**config.mk**
```make
export PLATFORM = sky130hd
export DESIGN_NAME = bit_population_generator
export DESIGN_NICKNAME = d
export VERILOG_FILES = /design/src/rtl/bit_population_generator.sv
export SDC_FILE = /design/constraint.sdc
export NUM_CORES = 1
export LEC_CHECK = 0
export ABC_AREA = 1
export CORE_AREA = 2 2 100 102
export DETAILED_ROUTE_END_ITERATION = 8
export DIE_AREA = 0 0 102 104
export PLACE_DENSITY = 0.5
export REMOVE_ABC_BUFFERS = 1
export SYNTH_ARGS = -nofsm -noshare
export SYNTH_HDL_FRONTEND = slang
export SYNTH_SLANG_ARGS = --single-unit
```
**constraint.sdc**
```tcl
create_clock -name clk_i -period 10.1 [get_ports clk_i]
set_clock_uncertainty 0.1 [all_clocks]
set_input_delay 2.02 -clock clk_i [delete_from_list [all_inputs] [get_ports clk_i]]
set_output_delay 2.02 -clock clk_i [all_outputs]
set_load 0.01 [all_outputs]
```
**src/rtl/bit_population_generator.sv**
```systemverilog
// Pattern source: takes a requested ones-count and produces a WIDTH-bit word
// with exactly that many set bits. A free-running 16-bit Galois LFSR picks
// the bit positions.
//
// Parameters:
//   WIDTH : output word width (power of two, >= 4)
//   SEED  : 16-bit LFSR reset value (0 is replaced by 16'h0001)
//
// Ports:
//   clk_i      : clock
//   srst_i     : synchronous reset, active-high
//   cnt_i      : requested number of set bits (saturates at WIDTH)
//   cnt_val_i  : cnt_i valid
//   cnt_rdy_o  : generator can accept a request (registered)
//   data_o     : generated word (registered, held after handshake)
//   data_val_o : data_o valid (registered)
//   data_rdy_i : downstream accepts data_o
//
// Optional build macro:
//   BIT_POP_GEN_COMPLEMENT_EN : counts above WIDTH/2 start from all ones and
//   clear WIDTH-Nc bits instead, bounding latency to WIDTH/2+1.
module bit_population_generator #(
  parameter int unsigned WIDTH = 16,
  parameter logic [15:0] SEED  = 16'hACE1
) (
  input  logic                     clk_i,
  input  logic                     srst_i,
  input  logic [$clog2(WIDTH):0]   cnt_i,
  input  logic                     cnt_val_i,
  output logic                     cnt_rdy_o,
  output logic [WIDTH-1:0]         data_o,
  output logic                     data_val_o,
  input  logic                     data_rdy_i
);

  localparam int unsigned IDX_W     = $clog2(WIDTH);
  localparam int unsigned CNT_W     = IDX_W + 1;
  localparam logic [15:0] SEED_EFF  = (SEED == 16'h0000) ? 16'h0001 : SEED;
  localparam logic [15:0] LFSR_TAPS = 16'hB400;  // x^16+x^14+x^13+x^11+1
  localparam logic [CNT_W-1:0] CNT_MAX = CNT_W'(WIDTH);

  typedef enum logic [1:0] {
    ST_IDLE,
    ST_GEN,
    ST_OUT
  } state_e;

  state_e             state_q, state_d;
  logic [15:0]        lfsr_q, lfsr_d;
  logic [WIDTH-1:0]   mask_q, mask_d;
  logic [CNT_W-1:0]   remaining_q, remaining_d;
  logic [WIDTH-1:0]   data_q, data_d;
  logic               cnt_rdy_q, cnt_rdy_d;
  logic               data_val_q, data_val_d;
`ifdef BIT_POP_GEN_COMPLEMENT_EN
  logic               clear_mode_q, clear_mode_d;
`endif

  logic [IDX_W-1:0]   idx;
  logic [CNT_W-1:0]   nc;
  logic [WIDTH-1:0]   target_vec;
  logic [IDX_W-1:0]   pick;

  // First set bit of vec at or above start, wrapping past the top bit:
  // rotate so start lands at bit 0, then priority-encode the lowest one.
  function automatic logic [IDX_W-1:0] first_set_from(
    input logic [WIDTH-1:0] vec,
    input logic [IDX_W-1:0] start
  );
    logic [2*WIDTH-1:0] dbl;
    logic [WIDTH-1:0]   rot;
    logic [IDX_W-1:0]   enc;
    dbl = {vec, vec} >> start;
    rot = dbl[WIDTH-1:0];
    enc = '0;
    for (int i = int'(WIDTH) - 1; i >= 0; i--) begin
      if (rot[i]) enc = IDX_W'(i);
    end
    first_set_from = start + enc;
  endfunction

  assign cnt_rdy_o  = cnt_rdy_q;
  assign data_o     = data_q;
  assign data_val_o = data_val_q;

  assign idx    = lfsr_q[IDX_W-1:0];
  assign lfsr_d = {1'b0, lfsr_q[15:1]} ^ (lfsr_q[0] ? LFSR_TAPS : 16'h0000);
  assign nc     = (cnt_i > CNT_MAX) ? CNT_MAX : cnt_i;

  // Candidate bits: clear bits when setting, set bits when clearing.
`ifdef BIT_POP_GEN_COMPLEMENT_EN
  assign target_vec = clear_mode_q ? mask_q : ~mask_q;
`else
  assign target_vec = ~mask_q;
`endif
  assign pick = first_set_from(target_vec, idx);

  // Next-state and registered-output logic.
  always_comb begin
    state_d     = state_q;
    mask_d      = mask_q;
    remaining_d = remaining_q;
    data_d      = data_q;
    cnt_rdy_d   = cnt_rdy_q;
    data_val_d  = data_val_q;
`ifdef BIT_POP_GEN_COMPLEMENT_EN
    clear_mode_d = clear_mode_q;
`endif
    unique case (state_q)
      ST_IDLE: begin
        if (cnt_val_i && cnt_rdy_q) begin
          state_d     = ST_GEN;
          cnt_rdy_d   = 1'b0;
          mask_d      = '0;
          remaining_d = nc;
`ifdef BIT_POP_GEN_COMPLEMENT_EN
          clear_mode_d = 1'b0;
          if (nc > CNT_W'(WIDTH / 2)) begin
            mask_d       = '1;
            remaining_d  = CNT_MAX - nc;
            clear_mode_d = 1'b1;
          end
`endif
        end
      end
      ST_GEN: begin
        if (remaining_q != '0) begin
`ifdef BIT_POP_GEN_COMPLEMENT_EN
          mask_d[pick] = ~clear_mode_q;
`else
          mask_d[pick] = 1'b1;
`endif
          remaining_d = remaining_q - CNT_W'(1);
        end else begin
          data_d     = mask_q;
          data_val_d = 1'b1;
          state_d    = ST_OUT;
        end
      end
      ST_OUT: begin
        if (data_rdy_i) begin
          state_d    = ST_IDLE;
          data_val_d = 1'b0;
          cnt_rdy_d  = 1'b1;
        end
      end
      default: begin
        state_d    = ST_IDLE;
        cnt_rdy_d  = 1'b1;
        data_val_d = 1'b0;
      end
    endcase
  end

  // State and datapath registers.
  always_ff @(posedge clk_i) begin
    if (srst_i) begin
      state_q     <= ST_IDLE;
      lfsr_q      <= SEED_EFF;
      mask_q      <= '0;
      remaining_q <= '0;
      data_q      <= '0;
      cnt_rdy_q   <= 1'b1;
      data_val_q  <= 1'b0;
`ifdef BIT_POP_GEN_COMPLEMENT_EN
      clear_mode_q <= 1'b0;
`endif
    end else begin
      state_q     <= state_d;
      lfsr_q      <= lfsr_d;
      mask_q      <= mask_d;
      remaining_q <= remaining_d;
      data_q      <= data_d;
      cnt_rdy_q   <= cnt_rdy_d;
      data_val_q  <= data_val_d;
`ifdef BIT_POP_GEN_COMPLEMENT_EN
      clear_mode_q <= clear_mode_d;
`endif
    end
  end

endmodule

```
# ---- After elaboration in Yosys (flattened, before gate mapping)
# Index checks and enable logic that the tools add are counted.
dict set report totals {
  regBits 57
  wordCells 71
}
dict set report op_classes {
  n_addsub 2
  order_cmp 3
  eq_ne 6
  n_shift 1
  muxes 36
  bitwise_logic 6
  n_reduce_logical 10
}
# op count
set ops {}
lappend ops {{$mux W4} 16}
lappend ops {{$mux W16} 3}
lappend ops {{$pmux W16 S2} 1}
lappend ops {{$shr A32 B4 Y16} 1}
lappend ops {{$not A16 Y16} 1}
lappend ops {{$or A16 B16 Y16} 1}
lappend ops {{$xor A15 B16 Y16} 1}
lappend ops {{$mux W5} 3}
lappend ops {{$reduce_and A3 Y1} 4}
lappend ops {{$pmux W5 S2} 1}
lappend ops {{$ne A2 B2 Y1 const B} 4}
lappend ops {{$mux W2} 3}
lappend ops {{$pmux W1 S3} 2}
lappend ops {{$pmux W2 S3} 1}
lappend ops {{$gt A5 B5 Y1 const B} 1}
lappend ops {{$lt A4 B5 Y1 const B} 1}
lappend ops {{$mux W1} 5}
lappend ops {{$reduce_bool A5 Y1} 1}
lappend ops {{$sub A5 B1 Y5 const B} 1}
lappend ops {{$add A4 B4 Y4} 1}
lappend ops {{$demux W1 S4} 1}
lappend ops {{$ge A4 B1 Y1 const B} 1}
lappend ops {{$not A1 Y1} 3}
lappend ops {{$eq A2 B1 Y1 const B} 1}
lappend ops {{other kinds (5)} 6}

# ---- Logic depth before layout (Yosys ltp)
# Gate-level depths: netlist (run 1).
dict set report logic_depth {
  word_depth 26
  mapped_depth 31
}

# ---- Worst setup path after synthesis (run 1)
# Ideal clock, no wire load.
dict set report synth_path {
  path_kind {reg-to-reg}
  startpoint {register lfsr_q[0]}
  endpoint {register mask_q[4]}
  setup_time_ns 0.150
  arrival_ns 3.118
  required_ns 9.850
  slack_ns 6.732
  stages_incl_launch_ff 31
  cell_sequence {dfxtp_1 > buf_6 > clkinv_4 > buf_6 > nand2_1 > nand3_1 > nand3_1 > nand2_1 > nand2_1 > nand2_1 > nand2_1 > nand2_1 > nand2_1 > nand2_1 > nand2_1 > nand2_1 > nand2_1 > nand2_1 > nand2_1 > nand2_1 > nand2_1 > nand2_1 > nand2_1 > a21oi_1 > ha_1 > inv_1 > fa_1 > xor2_1 > inv_1 > nand4_1 > a21oi_1}
}
dict set report synth_via {
  elab_chain_len 25
  elab_cells_between_ends 26
}
# item line
set synth_rtl {}
lappend synth_rtl {{from (decl)} 49} ;# logic [15:0] lfsr_q, lfsr_d;
lappend synth_rtl {{from (signal assigned)} 170} ;# lfsr_q <= lfsr_d;
lappend synth_rtl {{$shr A32 B4 Y16} 73} ;# dbl = {vec, vec} >> start;
lappend synth_rtl {{$mux W4 (16 in a row)} 77} ;# if (rot[i]) enc = IDX_W'(i);
lappend synth_rtl {{$add A4 B4 Y4 *} 79} ;# first_set_from = start + enc;
lappend synth_rtl {{$lt A4 B5 Y1 (not written as such) or $ge A4 B1 Y1 (tied branches)} 131} ;# mask_d[pick] = 1'b1;
lappend synth_rtl {{$logic_and A1 B1 Y1 (not written as such)} 131}
lappend synth_rtl {{$mux W1 (not written as such)} 131}
lappend synth_rtl {{$demux W1 S4 *} 131}
lappend synth_rtl {{$or A16 B16 Y16 (no source line) *} n/a}
lappend synth_rtl {{$mux W16 *} 127} ;# if (remaining_q != '0) begin
lappend synth_rtl {{$pmux W16 S2 *} 109} ;# unique case (state_q)
lappend synth_rtl {{to (signal assigned)} 171} ;# mask_q <= mask_d;
lappend synth_rtl {{to (decl)} 50} ;# logic [WIDTH-1:0] mask_q, mask_d;
# Every way passes the cells marked *; elsewhere a longest branch is shown, timed or not. The select of a mux whose other input is x is not followed.
# A chain may end at the register's enable or synchronous reset.

# ---- Worst setup path in the final report (run 1)
dict set report layout_path {
  startpoint {register lfsr_q[0]}
  endpoint {register mask_q[14]}
}
# The elaborated chain is that of the path after synthesis.

==> impl_metrics.tcl, run 1 <==
set metrics [dict create \
    core_sq_mm 0.00955 \
    rows 36 \
    seqPwrFrac_pct 38.6 \
    max_freq_mhz 227 \
    ios 27 \
    clock-sinks 57 \
    whs_ps 300 \
    fp.dieW_microns 102 \
    layout-drive-gt1-share_pct 10.6 \
    p_comb_share_pct 28.0 \
    netlist_area_sq_mm 0.00326 \
    swShare_pct 34.7 \
    n_fill_cell 1056 \
    synth_area_leader_cell "dfxtp_1" \
    hold_path_class "register to register" \
    ys_ff_latch 57 \
    synth_edf_count 0 \
    clkPwrFrac_pct 33.4 \
    crit_path_frequent_cell "nand2_1" \
    gp_congestion 0.833 \
    grt_usage_pct 16.4 \
    crit_required_ps 10220 \
    cts_tree "done" \
    setup_tns_ps 0 \
    cts_setup_buffers 0 \
    critPathSlowestCell "dfxtp_1" \
    multi_input_area_sq_mm 0.00177 \
    numCtsBuffers 9 \
    final_common_cell "nand2_1" \
    drcViolationCount 0 \
    portBuffers 26 \
    maxSlewViolCount 0 \
    peakVddDrop_mv 0.162 \
    criticalPathCategory "register to register" \
    synth_seq_area_share_pct 35.0 \
    ctsResizeCount 0 \
    drt_pass1_iterations 5 \
    die_area_sq_mm 0.0106 \
    critPathMaxStageDelay_ps 760 \
    die_y_microns 104 \
    grt.overflow.total 0 \
    powerDensity_mw_per_mm2 184 \
    syn_inst 474 \
    grt_pass1_wl_microns 14000 \
    cp.arrival_ps 4530 \
    yosysTopAreaCellShare_pct 35.0 \
    crit_buf_inv 3 \
    cts.clk_slew.worst_paths_ps 70 \
    cts_root_buf "clkbuf_8" \
    fin_nets 508 \
    finalHoldViolations 0 \
    grt_max_degree 35 \
    fin_ws_ps 5690 \
    yosys_warnings 0 \
    regArea_sq_mm 0.00114 \
    antenna_found_initial 0 \
    power_switching_uw 243 \
    dpl.hpwl_microns 6230 \
    final_util_pct 39.8 \
    start_kind "register" \
    via_count 3087 \
    area_growth_pct 16.7 \
    setup_viol 0 \
    total_leakage_power_nw 1.51 \
    internal_power_uw 457 \
    drv_cap 0 \
    status "completed" \
    tightestPinTransition_ps 1020 \
    cpLargestDelayFamily "simple AND/OR/NAND/NOR gates" \
    clk_latency_ps 330 \
    drtIter0Drc 163 \
    crit_fanout 21 \
    avgViaCountPerCell 4.89 \
    slew_headroom_pct 31.6 \
    cts_hold_buffers 0 \
    mostFrequentLayoutCells "nand2_1 (109), nand3_1 (80), dfxtp_1 (57)" \
    drt.antenna.violating_nets 0 \
    async_flop_share_pct 0 \
    avgRoutedWirePerCell_microns 12.9 \
    drt_wl_total_microns 8150 \
    grt_pass1_vias 2911 \
    cts_max_level 3 \
    initial_core_util_pct 34.1 \
    period_needed_ps 4410 \
    critPathCaptureType "register" \
    antenna_cells 0 \
    cts.path.max_buffers 2 \
    synth.area.top_cells "dfxtp_1 (35%), nand2_1 (13%), nand3_1 (12%), a21oi_1 (6.8%), inv_1 (5.4%)" \
    final.period_utilization_pct 43.7 \
    syn_area_per_cell_sq_um 6.87 \
    ys.flop_type "dfxtp_1" \
    synth_cell_types 42 \
    place_ws_ps 5740 \
    rsz0062_at_grt "false" \
]
## cell usage after synthesis, drive strengths merged, types with 2 or more instances
master  number
buf         12
o21ai       22
xnor2        2
or2          4
mux2i        2
clkinv       2
nand2      116
ha           5
nor3         6
a21oi       44
dfxtp       57
a31oi        5
nand4       17
inv         55
nor2        22
clkbuf       9
nand3       83
xor2         2
## metal layers
metal | vias to the layer above | track usage, % | wire length, microns
li1 | 1625 | - | -
met1 | 1407 | 23.1 | 4020
met2 | 47 | 24.6 | 3760
met3 | 8 | 3.56 | 294
met4 | 0 | 6.00 | 80
met5 | - | 0 | 0
## cells by family (layout without fill, tap and decap cells)
logic type	after synthesis	count (layout)	share of synthesized area (%)
AO/OA/AOI/OAI	78	78	13.4
XOR/XNOR	4	4	1.08
adder cells (fa/ha/maj)	6	6	2.53
buffers and inverters	78	102	10.7
flip-flops	57	57	35.0
multiplexers	2	2	0.614
AND/OR/NAND/NOR	249	249	36.6
## cell type report
type / instances / area share (%)
clock buffer: 11 / 3.72
clock inverter: 5 / 2.07
inverter: 57 / 5.83
multi-input combinational: 339 / 46.5
sequential: 57 / 30.0
tap: 133 / 4.38
timing repair buffer: 29 / 7.44
## metrics by stage
step	power, mW	cell area [sq um]	std cells
floorplan	0.408	3130	453
global placement	0.470	3580	615
detailed placement	0.472	3580	615
CTS	0.709	3800	631
global route	0.750	3800	631
finish	0.700	3800	631
## state kept, by name, indices dropped and copies added, names as in the netlist
register and flops:
data_o 16, mask_q 16, cnt_rdy_o 1, state_q 2, data_val_o 1, remaining_q 5
lfsr_q 16
## power groups by stage
stage	combinational, mW	sequential [mW]	clock [mW]
after CTS	0.198	0.270	0.240
after detailed placement	0.197	0.275	0
final	0.196	0.270	0.234
after global routing	0.226	0.274	0.249
after floorplan	0.138	0.270	0
after global placement	0.195	0.275	0
## worst paths after layout
path	start	slack, ps	depth (start not counted)	end
setup / recovery	lfsr_q[0]	5690	27	mask_q[14]
hold / removal	lfsr_q[4]	300	2	lfsr_q[3]
hold reg to reg	lfsr_q[4]	300	2	lfsr_q[3]
setup reg to reg	lfsr_q[0]	5690	27	mask_q[14]
## worst reg2reg max path: cells and delay by family, from the launching register on
kind,cells,cell delay [ps]
adders and majority gates,2,570
buffers and inverters,3,640
and+or+nand+nor,19,1450
DFF,1,760
xor gates and xnor gates,1,550
AOI/OAI and AO/OA,2,240
No activity file was read; power rests on OpenSTA's default activity.
==> run 2: changes to the inputs <==
Clock period 10.1 ns to 4.5 ns, I/O delays scaled along.
==> impl_metrics.tcl, run 2 (synthesis results as in run 1) <==
set metrics [dict create \
    tightestPinTransition_ps 591 \
    rsz0062_at_grt "false" \
    clkPwrFrac_pct 33.6 \
    final_util_pct 40.5 \
    crit_required_ps 4680 \
    power_switching_uw 573 \
    cp.arrival_ps 3990 \
    powerDensity_mw_per_mm2 415 \
    period_needed_ps 3810 \
    crit_buf_inv 3 \
    finalHoldViolations 0 \
    via_count 3124 \
    die_y_microns 104 \
    cts.path.max_buffers 2 \
    placed_area_sq_mm 0.00364 \
    crit_path_frequent_cell "nand2_1" \
    fp.dieW_microns 102 \
    drcViolationCount 0 \
    n_fill_cell 1037 \
    crit_fanout 18 \
    criticalPathCategory "register to register" \
    setup_tns_ps 0 \
    rrSetupSlack_ps 690 \
    critPathSlowestCell "fa_1" \
    critPathCaptureType "register" \
    slew_headroom_pct 60.5 \
    avgViaCountPerCell 4.89 \
    place_inst 623 \
    antenna_found_initial 0 \
    p_comb_share_pct 29.0 \
    start_kind "register" \
    internal_power_mw 1.04 \
    whs_ps 303 \
    cpLargestDelayFamily "simple AND/OR/NAND/NOR gates" \
    hold_path_class "register to register" \
    grt_pass1_vias 2836 \
    numCtsBuffers 9 \
    drtIter0Drc 141 \
    avgRoutedWirePerCell_microns 12.8 \
    peakVddDrop_mv 0.234 \
    cts.clk_slew.worst_paths_ps 70 \
    gp_congestion 0.916 \
    initial_core_util_pct 34.1 \
    status "completed" \
    setup_viol 0 \
    area_growth_pct 18.8 \
    mostFrequentLayoutCells "nand2_1 (109), nand3_1 (80), dfxtp_1 (56)" \
    layout-drive-gt1-share_pct 12.5 \
    die_area_sq_mm 0.0106 \
    seqPwrFrac_pct 37.4 \
    drv_cap 0 \
    cts_tree "done" \
    grt_usage_pct 16.4 \
    ios 27 \
    grt.overflow.total 0 \
    swShare_pct 35.6 \
    met1_length_microns 4170 \
    cts_max_level 3 \
    total_leakage_power_nw 1.54 \
    wl_met2_microns 3530 \
    postLayoutCellArea_sq_mm 0.00387 \
    cts_root_buf "clkbuf_8" \
    drt.antenna.violating_nets 0 \
    maxSlewViolCount 0 \
    critPathMaxStageDelay_ps 550 \
    drt_wl_total_microns 8160 \
    core_sq_mm 0.00955 \
    dpl.hpwl_microns 6290 \
    final_common_cell "nand2_1" \
    cts_setup_buffers 0 \
    rows 36 \
    antenna_cells 0 \
    highest_layer "met4" \
    final.period_utilization_pct 84.6 \
    clock-sinks 57 \
    wl_met3_microns 298 \
    fin_nets 516 \
    portBuffers 26 \
    drt_pass1_iterations 5 \
    max_freq_mhz 263 \
    grt_pass1_wl_microns 13900 \
    grt_max_degree 23 \
    fin_cells 639 \
    clk_latency_ps 350 \
]
-- run 2: cell types whose count changed in the layout (fill, tap and decap cells not counted) --
| cell | previous run | this run |
|---|---|---|
| dfxtp_1 | 57 | 56 |
| clkinv_2 | 2 | 0 |
| clkbuf_8 | 10 | 9 |
| buf_4 | 3 | 11 |
| inv_8 | 0 | 1 |
| clkinv_4 | 2 | 3 |
| clkinvlp_4 | 0 | 2 |
| dfxtp_2 | 0 | 1 |
| clkbuf_1 | 1 | 0 |
-- run 2: power by group through the flow --
stage / registers (mW) / clock network, mW / logic [mW]
after CTS: 0.602 / 0.555 / 0.470
after global routing: 0.610 / 0.579 / 0.536
final: 0.602 / 0.540 / 0.466
after detailed placement: 0.613 / 0 / 0.469
after global placement: 0.612 / 0 / 0.466
after floorplan: 0.606 / 0 / 0.310
-- run 2: what timing repair did --
action / CTS / global route
gates resized for setup: 0 / 1
endpoints found under the setup margin: 0 / 8
hold buffers: 0 / 0
-- run 2: path summary, 6_finish.rpt --
kind,endpoint,start,cells after the start
worst min-delay path,lfsr_q[14],lfsr_q[15],2
worst max register to register,mask_q[13],lfsr_q[0],28
worst min register to register,lfsr_q[14],lfsr_q[15],2
worst max-delay path,mask_q[13],lfsr_q[0],28
-- run 2: layout make-up --
class                           instances  area [sq um]  share of cell area [%]
Tap cell                              133           166                    4.30
Clock inverter                          7           104                    2.68
Sequential cell                        57          1140                    29.5
Inverter                               57           221                    5.72
Clock buffer                            9           124                    3.20
Timing Repair Buffer                   37           343                    8.86
Multi-Input combinational cell        339          1770                    45.7
-- run 2: worst register-to-register path: cells and delay by family, from the launching register on --
family,cells,cell delay [ps]
adder cells (fa/ha/maj),2,740
buffers and inverters,3,380
flip-flops,1,390
AND/OR/NAND/NOR,21,1850
AO/OA/AOI/OAI,2,310
-- run 2: through the flow --
| step | power (mW) | setup WS [ps] |
|---|---|---|
| after floorplan | 0.916 | 799 |
| after global placement | 1.08 | 532 |
| after detailed placement | 1.08 | 481 |
| after CTS | 1.63 | 434 |
| after global routing | 1.72 | 238 |
| final | 1.61 | 694 |
-- run 2: routing by layer --
metal  up-vias  global-route usage (%)
met5         -                       0
met1      1403                    23.8
met3        15                    3.29
met2        67                    23.7
li1       1639                       -
met4         0                    6.19
